## config.mk

```make
export PLATFORM = sky130hd
export DESIGN_NAME = seq_shift_add_mult
export DESIGN_NICKNAME = d
export VERILOG_FILES = /design/src/rtl/seq_shift_add_mult.sv
export SDC_FILE = /design/constraint.sdc
export NUM_CORES = 1
export LEC_CHECK = 0
export ABC_AREA = 1
export ABC_CLOCK_PERIOD_IN_PS = 10550
export CAP_MARGIN = 0
export CORE_MARGIN = 1.5
export CORE_UTILIZATION = 50
export CTS_CLUSTER_SIZE = 10
export DETAILED_ROUTE_END_ITERATION = 10
export PLACE_DENSITY = 0.76
export SKIP_LAST_GASP = 1
export SYNTH_ARGS = -nofsm -noshare
export SYNTH_HDL_FRONTEND = slang
export SYNTH_SLANG_ARGS = --single-unit
export TNS_END_PERCENT = 20
```

## constraint.sdc

```tcl
create_clock -name clk -period 10.55 [get_ports clk]
set_clock_uncertainty 0.2 [all_clocks]
set_input_delay 2.11 -clock clk [delete_from_list [all_inputs] [get_ports clk]]
set_output_delay 2.11 -clock clk [all_outputs]
set_load 0.02 [all_outputs]
```

## src/rtl/seq_shift_add_mult.sv

```systemverilog
// Iterative shift-and-add unsigned multiplier: operands arrive serially on data_in, and the product is 2*WIDTH bits wide.
// Define MULT_EARLY_DONE_EN to finish as soon as the remaining multiplier bits are all zero.
module seq_shift_add_mult #(
    parameter int WIDTH = 16
) (
    input  logic                 clk,
    input  logic                 reset,
    input  logic                 start,
    input  logic [WIDTH-1:0]     data_in,
    output logic [2*WIDTH-1:0]   data_out,
    output logic                 busy,
    output logic                 done
);

    localparam int PW = 2 * WIDTH;
    localparam int CW = $clog2(WIDTH + 1);

    typedef enum logic [1:0] {
        S_IDLE,
        S_LOAD_B,
        S_RUN,
        S_DONE
    } state_e;

    state_e            state_q,    state_d;
    logic [WIDTH-1:0]  mplier_q,   mplier_d;
    logic [PW-1:0]     mcand_q,    mcand_d;
    logic [PW-1:0]     acc_q,      acc_d;
    logic [CW-1:0]     cnt_q,      cnt_d;
    logic [PW-1:0]     data_out_q, data_out_d;
    logic              busy_q,     busy_d;
    logic              done_q,     done_d;

    logic [PW-1:0]     sum;
    logic [WIDTH-1:0]  mplier_shift;
    logic              last_iter;

    // The accumulator plus this iteration's conditional add. It feeds both acc and data_out on the final edge.
    assign sum          = acc_q + (mplier_q[0] ? mcand_q : '0);
    assign mplier_shift = mplier_q >> 1;

`ifdef MULT_EARLY_DONE_EN
    assign last_iter = (cnt_q == CW'(1)) || (mplier_shift == '0);
`else
    assign last_iter = (cnt_q == CW'(1));
`endif

    always_comb begin
        // NOTE: every *_d gets a default before the case, so no path leaves one unassigned and no latch is inferred.
        state_d    = state_q;
        mplier_d   = mplier_q;
        mcand_d    = mcand_q;
        acc_d      = acc_q;
        cnt_d      = cnt_q;
        data_out_d = data_out_q;
        busy_d     = busy_q;
        done_d     = done_q;

        case (state_q)
            S_IDLE: begin
                busy_d = 1'b0;
                done_d = 1'b0;
                if (start) begin
                    mplier_d = data_in;
                    state_d  = S_LOAD_B;
                end
            end

            S_LOAD_B: begin
                busy_d  = 1'b1;
                mcand_d = {{WIDTH{1'b0}}, data_in};
                acc_d   = '0;
                cnt_d   = CW'(WIDTH);
                state_d = S_RUN;
            end

            S_RUN: begin
                acc_d    = sum;
                mcand_d  = mcand_q << 1;
                mplier_d = mplier_shift;
                cnt_d    = cnt_q - CW'(1);
                if (last_iter) begin
                    data_out_d = sum;
                    done_d     = 1'b1;
                    busy_d     = 1'b0;
                    state_d    = S_DONE;
                end
            end

            S_DONE: begin
                done_d  = 1'b0;
                state_d = S_IDLE;
            end

            default: begin
                state_d = S_IDLE;
            end
        endcase
    end

    // NOTE: the datapath registers are cleared on reset too, because a reset must also return data_out to 0.
    always_ff @(posedge clk or posedge reset) begin
        if (reset) begin
            state_q    <= S_IDLE;
            mplier_q   <= '0;
            mcand_q    <= '0;
            acc_q      <= '0;
            cnt_q      <= '0;
            data_out_q <= '0;
            busy_q     <= 1'b0;
            done_q     <= 1'b0;
        end else begin
            // NOTE: non-blocking assignments, so every register samples the pre-edge values of the others.
            state_q    <= state_d;
            mplier_q   <= mplier_d;
            mcand_q    <= mcand_d;
            acc_q      <= acc_d;
            cnt_q      <= cnt_d;
            data_out_q <= data_out_d;
            busy_q     <= busy_d;
            done_q     <= done_d;
        end
    end

    assign data_out = data_out_q;
    assign busy     = busy_q;
    assign done     = done_q;

endmodule

```

==> summary.txt, run 1 <==
chip height = 124.6 µm
min Tclk post-route = 3.719 ns
global-route wire length before repair = 29,940 µm
Max Buffers Root-to-Sink = 2
Nets = 1,160
final setup fails = 0
largest net degree at the start of global routing = 84
Placer Congestion = 0.9421
Synth Cell Area = 7392 µm²
Main synth FF type = dfrtp_1
number of global-route vias before repair = 6,229
EDFF count, synth = 0
clock root cell = clkbuf_16
I/O pin cnt = 53
hold-fix buffers at CTS = 0
CTS tree = built
cell row count = 44
commonest non-fill, non-tap cells in the layout = nand2_1, inv_1, dfrtp_1
status = completed
R2R cell count = 11
Worst R2R End = data_out[30]$_DFFE_PP0P_
slew margin rel. = 23.93%
share of cells above drive strength 1 = 4.749%
Initial Util = 51.05%
Syn Nets = 1,115
crit share post-route = 35.26%
clock-pin slew on the worst setup and hold paths = 0.06 ns
slowest CP cell = buf_4
synthesized area per cell = 6.987 µm²
Unique masters post-synth = 31
RSZ-0062 raised after global routing = false
max-slew violations = 0
Residual DRC = 0
commonest non-fill, non-tap cell in the layout = nand2_1
htree depth = 4
Setup crit end = mcand_q[28]$_DFFE_PP0P_
worst-margin pin slew = 1.141 ns
Post-Synthesis Cells = 1,058
crit-path max cell delay = 0.88 ns
PD cells = 228.2 nW/µm²
final hold vios = 0
CTS resizes = 0
WP depth = 3
clk_lat worst skew = 0.43 ns
LEAKAGE = 4.885 nW
FF-to-FF Start = mplier_q[0]$_DFFE_PP0P_
HP Class = reg2reg
fmax = 0.2689 GHz
Vias = 6,579
synth warn = 0
peak supply drop = 0.0002596 V
CTS Buf Count = 17
CTS Sinks = 121
CP Cell Sequence = clkdlybuf4s50_1, inv_4, buf_4
asr flop ratio synth = 100.0%
number of synthesized register bits = 121
final worst setup slack = 6.831 ns
diode count = 0
gr usage total = 23.99%
reg-to-reg slack, setup = 7.50 ns
Layout area overhead = 16.86%
IO Port Bufs = 52
Crit Path Class = in2async
setup TNS = 0 ns
vias per cell = 5.061
Worst path top cell family by delay = buffers and inverters
overall routed net length = 17,460 µm
Arr. time, crit path = 3.92 ns
WL/cell = 13.43 µm
post-CTS setup buffers = 0
Final Util = 59.66%
DR pass1 iterations = 7
Seq/Total Area, Yosys = 40.96%
Die X-Extent = 124.6 µm
fin cells = 1,300
post-placement cell count = 1,268
Remaining Overflow, GRT = 0
DR iter-0 viols = 425
Final ANT Viol Nets = 0
die area = 15,520 µm²
Core Region = 14,480 µm²
initial antenna violation count = 0
post-placement setup slack = 6.301 ns
worst hold slack = 0.2762 ns
Detail Placement HPWL = 12,370 µm
Worst setup SP type = input port
Max FO, Critical Path = 83
crit path launch = reset
worst path bufs/invs = 3
Req. time, crit path = 10.75 ns
max_cap viols = 0
crit end category = async pin
==> worst min path at each step <==
stage	start	endpoint	slack [ns]	cells past startpoint
4_1_cts	data_out[27]$_DFFE_PP0P_	data_out[27]$_DFFE_PP0P_	0.28	2
5_1_grt	data_out[27]$_DFFE_PP0P_	data_out[27]$_DFFE_PP0P_	0.31	2
3_3_place_gp	data_out[2]$_DFFE_PP0P_	data_out[2]$_DFFE_PP0P_	0.25	2
3_5_place_dp	data_out[18]$_DFFE_PP0P_	data_out[18]$_DFFE_PP0P_	0.26	2
2_1_floorplan	mcand_q[31]$_DFFE_PP0P_	mcand_q[31]$_DFFE_PP0P_	0.25	2
6_report	data_out[22]$_DFFE_PP0P_	data_out[22]$_DFFE_PP0P_	0.28	2
==> cells by family (layout without fill, tap and decap cells) <==
family          Yosys count  in the layout  share of synthesized area (%)
simple gates            556            556                          30.31
buf+inv                 218            276                          11.31
flops                   121            121                          40.96
compound gates          109            109                          8.988
fa+ha+maj                38             38                          6.533
xor+xnor                 16             16                          1.896
==> worst register-to-register path: cells and delay by family, from the launching register on <==
family	cells	cell delay, ns
flops	1	1.04
simple gates	6	0.83
compound gates	2	0.39
fa+ha+maj	1	0.29
buf+inv	2	0.18
==> report_power, final <==
part | switching, W | internal (W)
Sequential | 0.0000769 | 0.000570
Clock | 0.000240 | 0.000339
Combinational | 0.000500 | 0.000245
Total | 0.000817 | 0.00115
==> routing by layer <==
| metal | vias up | GRT usage [%] | share of wire [%] |
|---|---|---|---|
| li1 | 3379 | - | - |
| met1 | 2978 | 34.46 | 48 |
| met2 | 183 | 36.17 | 44 |
| met3 | 39 | 4.639 | 5.2 |
| met4 | 0 | 8.654 | 2.6 |
| met5 | - | 0 | 0 |
==> Yosys cell counts (5+ instances only) <==
master	number	area [µm²]
clkbuf_1	16	60.06
o21ai_0	21	105.1
nand2_1	415	1558
a21oi_1	24	120.1
nor2_2	5	31.28
o21ai_1	9	45.04
nand4_1	5	31.28
o221ai_1	14	122.6
xor2_1	6	52.55
buf_2	14	70.07
inv_1	185	694.4
nand3b_1	5	37.54
nor2_1	54	202.7
xnor2_1	10	87.58
o22ai_1	16	100.1
dfrtp_1	121	3028
nand3_1	62	310.3
ha_1	37	462.9
a31oi_1	16	100.1
==> state kept, by name (all words and copies together), names as in the netlist <==
| name | cells |
|---|---|
| cnt_q | 5 |
| mcand_q | 32 |
| done | 1 |
| busy | 1 |
| state_q | 2 |
| data_out | 32 |
| mplier_q | 16 |
| acc_q | 32 |
==> stage by stage <==
stage	cell area [µm²]	power, W
3_3_place_gp	8049	0.001368
5_1_grt	8638	0.002109
2_1_floorplan	7392	0.001195
3_5_place_dp	8049	0.001389
6_report	8638	0.001971
4_1_cts	8638	0.001978
==> cell type report <==
| cell class | count | area (µm²) |
|---|---|---|
| clock inverters | 14 | 150.1 |
| well taps | 184 | 230.2 |
| repair buffers | 57 | 558.0 |
| flip-flops and latches | 121 | 3028 |
| clock buffers | 18 | 439.2 |
| fillers | 1339 | 5841 |
| inverters | 187 | 704.4 |
| multi-input cells | 719 | 3528 |
(Power assumes the default switching activity.)
==> run 2: changes to the inputs <==
--- a/config.mk
+++ b/config.mk
@@ -6,7 +6,7 @@
 export NUM_CORES = 1
 export LEC_CHECK = 0
 export ABC_AREA = 1
-export ABC_CLOCK_PERIOD_IN_PS = 10550
+export ABC_CLOCK_PERIOD_IN_PS = 3450
 export CAP_MARGIN = 0
 export CORE_MARGIN = 1.5
 export CORE_UTILIZATION = 50
==> constraint.sdc (replaced) <==
create_clock -name clk -period 3.45 [get_ports clk]
set_clock_uncertainty 0.2 [all_clocks]
set_input_delay 0.69 -clock clk [delete_from_list [all_inputs] [get_ports clk]]
set_output_delay 0.69 -clock clk [all_outputs]
set_load 0.02 [all_outputs]
==> summary.txt, run 2 (synthesized netlist as in run 1, its figures left out) <==
Nets = 1,162
status = completed
peak supply drop = 0.0008271 V
CTS Buf Count = 17
clk_lat worst skew = 0.43 ns
DP Area = 8078 µm²
overall routed net length = 18,000 µm
CTS Sinks = 121
Req. time, crit path = 3.56 ns
WL/cell = 13.84 µm
final setup fails = 0
Detail Placement HPWL = 12,750 µm
CTS resizes = 0
Worst setup SP type = flip-flop
cell row count = 44
largest net degree at the start of global routing = 122
Arr. time, crit path = 3.10 ns
vias per cell = 5.115
crit share post-route = 86.71%
DR pass1 iterations = 5
net load switching power = 0.002414 W
Initial Util = 51.05%
IO Port Bufs = 52
Core Region = 14,480 µm²
hold-fix buffers at CTS = 0
Placer Congestion = 0.9030
initial antenna violation count = 0
max-slew violations = 0
clock root cell = clkbuf_16
Die X-Extent = 124.6 µm
FF-to-FF Start = mplier_q[0]$_DFFE_PP0P_
Crit Path Class = reg2reg
Clock Power Share = 30.9%
final hold vios = 0
switching share of total power = 39.11%
fill cell count = 1,355
worst-margin pin slew = 1.135 ns
clock-pin slew on the worst setup and hold paths = 0.05 ns
Max FO, Critical Path = 33
fmax = 0.3343 GHz
Layout area overhead = 17.76%
global-route wire length before repair = 30,880 µm
HP Start = data_out[2]$_DFFE_PP0P_
Vias = 6,654
commonest non-fill, non-tap cells in the layout = nand2_1, inv_1, dfrtp_1
Int Power = 0.003758 W
crit path launch = mplier_q[0]$_DFFE_PP0P_
gr usage total = 24.74%
slew margin rel. = 24.33%
die area = 15,520 µm²
Max Buffers Root-to-Sink = 2
share of cells above drive strength 1 = 4.655%
LEAKAGE = 4.908 nW
Final ANT Viol Nets = 0
chip height = 124.6 µm
number of global-route vias before repair = 6,447
diode count = 0
commonest non-fill, non-tap cell in the layout = nand2_1
I/O pin cnt = 53
HP Class = reg2reg
RSZ-0062 raised after global routing = false
min Tclk post-route = 2.991 ns
DR iter-0 viols = 467
Logic pwr share = 36.8%
Remaining Overflow, GRT = 0
design area = 8705 µm²
max_cap viols = 0
htree depth = 4
setup TNS = 0 ns
CTS tree = built
Residual DRC = 0
post-CTS setup buffers = 0
crit end category = flip-flop
power share of the sequential group = 32.3%
PD cells = 709.0 nW/µm²
[run 2: cell types whose count changed in the layout (fill, tap and decap cells not counted), sizes merged]
| cell | delta |
|---|---|
| inv | -7 |
| bufinv | +3 |
| clkbuf | +3 |
| buf | +2 |
| clkinv | -2 |
| clkinvlp | +2 |
[run 2: area by class of cell]
type | instances | area, µm² | share of cell area, %
repair buffers | 59 | 585.6 | 6.727
well taps | 184 | 230.2 | 2.645
clock inverters | 10 | 166.4 | 1.912
flip-flops and latches | 121 | 3028 | 34.79
clock buffers | 21 | 460.4 | 5.290
inverters | 187 | 705.7 | 8.107
multi-input cells | 719 | 3528 | 40.53
[run 2: worst max-delay path: stages (launching register included)]
cell and delay (ns):
dfrtp_1 0.78, nand2_1 0.20, inv_1 0.06, ha_1 0.21, fa_1 0.49, nand3_1 0.13, nand3_1 0.15, nand3_1 0.14
nand3_2 0.14, nand2_1 0.13, nand3_1 0.10, nand3_1 0.09, nand2_1 0.06
[run 2: stage by stage]
stage	utilization, %	std cells	worst slack, ns	total power (W)	hold WS (ns)
floorplan	-	1058	1.077	0.003653	0.2529
global placement	55.79	1270	0.5624	0.004203	0.2567
detailed placement	55.79	1270	0.5041	0.004259	0.2639
CTS	60.12	1301	0.4733	0.006203	0.2754
global route	60.12	1301	0.1551	0.006583	0.3019
finish	60.12	1301	0.4585	0.006171	0.2698
[run 2: path summary, 6_finish.rpt]
path	endpoint	slack [ns]	depth (start not counted)
worst max-delay path	acc_q[28]$_DFFE_PP0P_	0.46	12
worst min-delay path	data_out[2]$_DFFE_PP0P_	0.27	2
worst max register to register	acc_q[28]$_DFFE_PP0P_	0.46	12
worst min register to register	data_out[2]$_DFFE_PP0P_	0.27	2
max in group asynchronous	data_out[9]$_DFFE_PP0P_	1.92	3
min in group asynchronous	acc_q[2]$_DFFE_PP0P_	0.55	3
[run 2: power groups by stage]
| stage | Sequential (W) | Combinational (W) | Clock [W] |
|---|---|---|---|
| 2_1_floorplan | 0.00196 | 0.00170 | 0 |
| 5_1_grt | 0.00203 | 0.00255 | 0.00200 |
| 4_1_cts | 0.00199 | 0.00228 | 0.00194 |
| 3_3_place_gp | 0.00200 | 0.00220 | 0 |
| 6_report | 0.00199 | 0.00227 | 0.00191 |
| 3_5_place_dp | 0.00201 | 0.00225 | 0 |
[run 2: layer usage]
metal | GRT usage, % | routed length [µm] | vias up
met5 | 0 | 0 | -
met4 | 9.872 | 422 | 0
met3 | 5.112 | 962 | 30
met2 | 37.69 | 8045 | 193
met1 | 34.58 | 8571 | 3043
li1 | - | - | 3388
